File: src/rtl/dm_pkg.sv
// Shared definitions for the dual-port memory arbiter: FSM state encoding
// and port-index constants.
package dm_pkg;

  typedef enum logic {
    IDLE    = 1'b0,
    RD_WAIT = 1'b1
  } dm_state_t;

  localparam logic PORT_CPU = 1'b0;
  localparam logic PORT_LDR = 1'b1;

endpackage

File: src/rtl/dm_starve_cnt.sv
// Saturating starvation counter: counts cycles the loader port is held off,
// flags when the limit is reached.
module dm_starve_cnt #(
  parameter int LIMIT = 4
) (
  input  logic clk,
  input  logic rst,
  input  logic inc,
  input  logic clr,
  output logic at_max
);

  localparam int CW = (LIMIT < 2) ? 1 : $clog2(LIMIT + 1);

  logic [CW-1:0] cnt;

  assign at_max = (cnt == CW'(LIMIT));

  always_ff @(posedge clk) begin
    if (rst || clr) begin
      cnt <= '0;
    end else if (inc && !at_max) begin
      cnt <= cnt + CW'(1);
    end
  end

endmodule

File: src/rtl/dm_arbiter.sv
// Two-port arbiter in front of a single synchronous-read memory: CPU port has
// priority, the loader port is promoted after STARVE_MAX lost cycles.
module dm_arbiter
  import dm_pkg::*;
#(
  parameter int STARVE_MAX = 4,
  parameter int AW         = 32
) (
  input  logic          clk,
  input  logic          rst,
  input  logic          p0_req,
  input  logic          p0_we,
  input  logic [AW-1:0] p0_addr,
  input  logic [31:0]   p0_wdata,
  input  logic [3:0]    p0_be,
  output logic          p0_gnt,
  output logic          p0_rvalid,
  output logic [31:0]   p0_rdata,
  input  logic          p1_req,
  input  logic          p1_we,
  input  logic [AW-1:0] p1_addr,
  input  logic [31:0]   p1_wdata,
  input  logic [3:0]    p1_be,
  output logic          p1_gnt,
  output logic          p1_rvalid,
  output logic [31:0]   p1_rdata,
  output logic [AW-1:0] mem_addr,
  output logic [3:0]    mem_wea,
  output logic [31:0]   mem_din,
  input  logic [31:0]   mem_dout
);

  dm_state_t     state, state_nxt;
  logic          rd_owner, rd_owner_nxt;
  logic          rd_pend;
  logic          at_max;
  logic [AW-1:0] addr_q;

  dm_starve_cnt #(.LIMIT(STARVE_MAX)) u_starve (
    .clk    (clk),
    .rst    (rst),
    .inc    (p1_req && p0_gnt),
    .clr    (p1_gnt || !p1_req),
    .at_max (at_max)
  );

  // Grant selection and read-tracking FSM; reset masks every grant.
  always_comb begin
    p0_gnt       = 1'b0;
    p1_gnt       = 1'b0;
    rd_owner_nxt = rd_owner;
    state_nxt    = IDLE;
    if (!rst) begin
      if (p1_req && (at_max || !p0_req)) begin
        p1_gnt = 1'b1;
      end else if (p0_req) begin
        p0_gnt = 1'b1;
      end
    end
    if (p0_gnt && !p0_we) begin
      state_nxt    = RD_WAIT;
      rd_owner_nxt = PORT_CPU;
    end else if (p1_gnt && !p1_we) begin
      state_nxt    = RD_WAIT;
      rd_owner_nxt = PORT_LDR;
    end
  end

  always_ff @(posedge clk) begin
    if (rst) begin
      state    <= IDLE;
      rd_owner <= PORT_CPU;
      addr_q   <= '0;
    end else begin
      state    <= state_nxt;
      rd_owner <= rd_owner_nxt;
      if (p0_gnt) begin
        addr_q <= p0_addr;
      end else if (p1_gnt) begin
        addr_q <= p1_addr;
      end
    end
  end

  // Memory-side mux; the address holds between grants so the RAM sees no glitches.
  always_comb begin
    mem_addr = rst ? '0 : addr_q;
    mem_din  = '0;
    mem_wea  = 4'b0000;
    if (p0_gnt) begin
      mem_addr = p0_addr;
      mem_din  = p0_wdata;
      mem_wea  = p0_we ? p0_be : 4'b0000;
    end else if (p1_gnt) begin
      mem_addr = p1_addr;
      mem_din  = p1_wdata;
      mem_wea  = p1_we ? p1_be : 4'b0000;
    end
  end

  assign rd_pend   = (state == RD_WAIT);
  assign p0_rvalid = !rst && rd_pend && (rd_owner == PORT_CPU);
  assign p1_rvalid = !rst && rd_pend && (rd_owner == PORT_LDR);
  assign p0_rdata  = p0_rvalid ? mem_dout : 32'h0;
  assign p1_rdata  = p1_rvalid ? mem_dout : 32'h0;

endmodule

File: config.mk
export PLATFORM = sky130hd
export DESIGN_NAME = dm_arbiter
export DESIGN_NICKNAME = d
export VERILOG_FILES = /design/src/rtl/dm_pkg.sv /design/src/rtl/dm_starve_cnt.sv /design/src/rtl/dm_arbiter.sv
export SDC_FILE = /design/constraint.sdc
export NUM_CORES = 1
export LEC_CHECK = 0
export CAP_MARGIN = 20
export CORE_AREA = 2 2 120 122
export DETAILED_ROUTE_END_ITERATION = 6
export DIE_AREA = 0 0 122 124
export GPL_ROUTABILITY_DRIVEN = 0
export PLACE_DENSITY = 0.57
export SLEW_MARGIN = 20
export SYNTH_ARGS = -nofsm -noshare
export SYNTH_HDL_FRONTEND = slang
export SYNTH_SLANG_ARGS = --single-unit
export TNS_END_PERCENT = 5
File: constraint.sdc
create_clock -name clk -period 2.7 [get_ports clk]
set_clock_uncertainty 0.05 [all_clocks]
set_input_delay 0.81 -clock clk [delete_from_list [all_inputs] [get_ports clk]]
set_output_delay 0.81 -clock clk [all_outputs]
set_load 0.01 [all_outputs]
==> summary.txt <==
Routing
  – Routed wire length: 16,000 microns
  – Remaining routing DRC violations: 0
  – Via Count: 3,917
  – Post-route ant nets: 0
  – Routed len/inst: 18.8 microns
  – DR pass1 iterations: 4
  – Vias/cell: 4.61
  – Initial DRC count: 166

Finish
  – Final cell count without fillers: 849
  – Sequential Area: 741 sq um
  – Ant. Diodes: 0
  – Area Overhead vs Synth: 145%
  – Area of the multi-input gates: 1890 sq um
  – Share of layout cells above drive strength 1: 41.3%
  – Nets: 844
  – # fillers: 1,337

Synthesis
  – Synth async-reset ratio: 0%
  – Post-Syn Area: 2680 sq um
  – Synth top area share: 27.7%
  – Syn avg cell area: 9.16 sq um
  – Post-synthesis sequential area ratio: 27.7%
  – Post-Syn Nets: 468
  – Number of enable flip-flop cells after synthesis: 0
  – Synth cell count leaders: 95 x and2_1, 62 x a221o_1, 37 x dfxtp_1, 33 x a22o_1, 14 x clkbuf_1
  – Syn Inst Count: 292
  – Top cells by area, synth: dfxtp_1 28%, a221o_1 23%, and2_1 22%
  – Synth unique cells: 26
  – Register bit total from synthesis: 37
  – Count leader, synth: and2_1
  – Synth Warn #: 0
  – Synth area leader: dfxtp_1
  – Main synth FF type: dfxtp_1

Clock tree
  – Clk Latency, worst-skew pair: 0.27 ns
  – CTS root buffer: clkbuf_16
  – Clock slew at reported path FFs: 0.05 ns
  – CTS buffer count: 5
  – H-tree depth: 2
  – Clock sinks: 37
  – Longest Clk Path Bufs: 2
  – TritonCTS clock tree: done

Critical path
  – Slowest stage delay, CP: 0.40 ns
  – CP Capture Type: primary output
  – Crit path depth: 7
  – Cell Chain, Critical Path: buf_12 -> and3_4 -> nor2_4 -> buf_6 -> buf_16 -> a221o_1 -> buf_2
  – CP top delay family: buffers and inverters
  – Cell depth of the worst flop-to-flop path: 9
  – CP max stage cell: a221o_1
  – Capturing point of the worst reg2reg path: addr_q[22]
  – Crit path kind: primary input to primary output
  – Maximum net fanout on the critical path: 8
  – Buffers & Inverters on Critical Path: 4
  – Worst setup SP type: primary input
  – R2R Setup Slk: 0.73 ns
  – Crit Reg-Reg Startpoint: u_starve.cnt[0]
  – CP Data Arrival Time: 1.99 ns
  – Crit path required time: 1.84 ns

Timing
  – Crit share post-route: 105%
  – Fmax: 0.351 GHz
  – Max_slew headroom: 81.2%
  – Tmin final: 2.85 ns
  – RSZ-0062 raised after global routing: true
  – Finish-stage setup viols: 65
  – Final Hold Viols: 0
  – Actual slew at the worst max-slew pin: 0.283 ns
  – Count of pins over their slew limit: 0
  – Final worst setup slack: -0.147 ns

Global routing
  – Vias in the first global route: 3,737
  – GRT Overall Usage: 18.8%
  – Initial antenna violation count: 0
  – First-pass GRT wire length: 21,800 microns
  – Pin count of the biggest net entering global routing: 36
  – Grt ovf: 0

Power
  – PD cells: 312 nW/um^2
  – Max VDD drop: 0.239 mV
  – Static Leak: 0.00313 uW

Hold path
  – Cell depth of the worst hold path: 2
  – Worst Hold Class: flip-flop to flip-flop
  – Min-delay src: u_starve.cnt[0]
  – Hold-critical path endpoint: u_starve.cnt[0]

Floorplanning
  – Initial Utilization: 19.5%
  – Die width: 122 microns
  – Io pins: 310
  – Core ar.: 13,700 sq um
  – Row count: 43
  – Die Y: 124 microns
  – DIE AREA: 15,100 sq um

Run
  – Max Cap Viol: 0

Run status
  – Outcome: finished with violations
  – Failing checks: negative setup slack

Placement
  – # placed instances: 813
  – DP Worst Slack: -1.05 ns
  – Dpl hpwl: 11,100 microns
  – I/O Buffers: 309
==> routing by layer <==
layer  track usage [%]  part of all wire [%]
met1              23.6                    41
met2              33.5                    52
met3              4.12                   6.9
met4              2.80                  0.75
met5                 0                     0
==> power by group <==
group	switching, uW	internal [uW]	total [uW]
Combinational	276	496	772
Clock	224	462	686
Sequential	9.40	584	593
==> cell families (layout without fill, tap and decap cells) <==
group,after synthesis,after routing,synth area share (%)
simple gates,110,110,25.7
compound gates,106,106,37.6
flops,37,37,27.7
buf+inv,36,413,7.76
fa+ha+maj,2,2,0.935
mux,1,1,0.374
==> sequential cells by signal, indices dropped and copies added (netlist names) <==
name,cells
rd_pend,1
rd_owner,1
addr_q,32
u_starve.cnt,3
==> cell usage in the layout, fill, tap and decap left out, types with 2 or more instances in the layout <==
cell / count
dlygate4sd2_1: 3
a221o_1: 62
nor3b_1: 2
and2_4: 25
buf_4: 63
a22o_4: 2
nor3_1: 2
buf_16: 5
and2_1: 70
a22o_1: 31
nand2b_4: 2
clkdlybuf4s50_1: 169
clkbuf_16: 8
a32o_1: 2
a311oi_1: 2
buf_6: 30
buf_2: 114
buf_12: 7
dfxtp_1: 37
a32o_2: 2
inv_1: 5
buf_8: 4
==> how the worst max path moves through the flow <==
stage	start	slack (ns)	end
after floorplan	p0_req	0.07	mem_addr[29]
after global placement	p1_req	-1.06	mem_wea[1]
after detailed placement	p1_req	-1.05	mem_addr[15]
after CTS	p0_req	-0.25	mem_addr[22]
after global routing	p0_req	-0.19	mem_addr[22]
final	p1_req	-0.15	mem_addr[22]
==> area by class of cell <==
type	instances	area share (%)
tap	180	3.43
clock buffer	7	2.17
timing repair buffer	399	53.6
sequential	37	11.3
clock inverter	1	0.457
inverter	6	0.343
multi-input combinational	219	28.7
==> worst min-delay path, cell delays in order (launching register included) <==
cell and delay [ns]:
dfxtp_1 0.32, buf_4 0.11, nor3_1 0.04
==> stage by stage <==
step	setup TNS, ns	hold slack (ns)	power [uW]	utilization (%)	area (sq um)
after floorplan	0	0.380	824	-	2680
after global placement	-115.88	0.449	1350	46.3	6360
after detailed placement	-116.99	0.456	1350	46.3	6360
after CTS	-8.88	0.464	2060	47.5	6520
after global routing	-8.44	0.490	2150	47.8	6560
final	-4.61	0.461	2050	47.8	6560
==> timing repair <==
item	4_1_cts	5_1_grt
gates cloned	11	2
buffers inserted	12	9
gates resized for setup	607	55
endpoints found under the setup margin	136	136
hold buffers	0	0
pin swaps	12	24
Power figures use the tool's default switching activity.
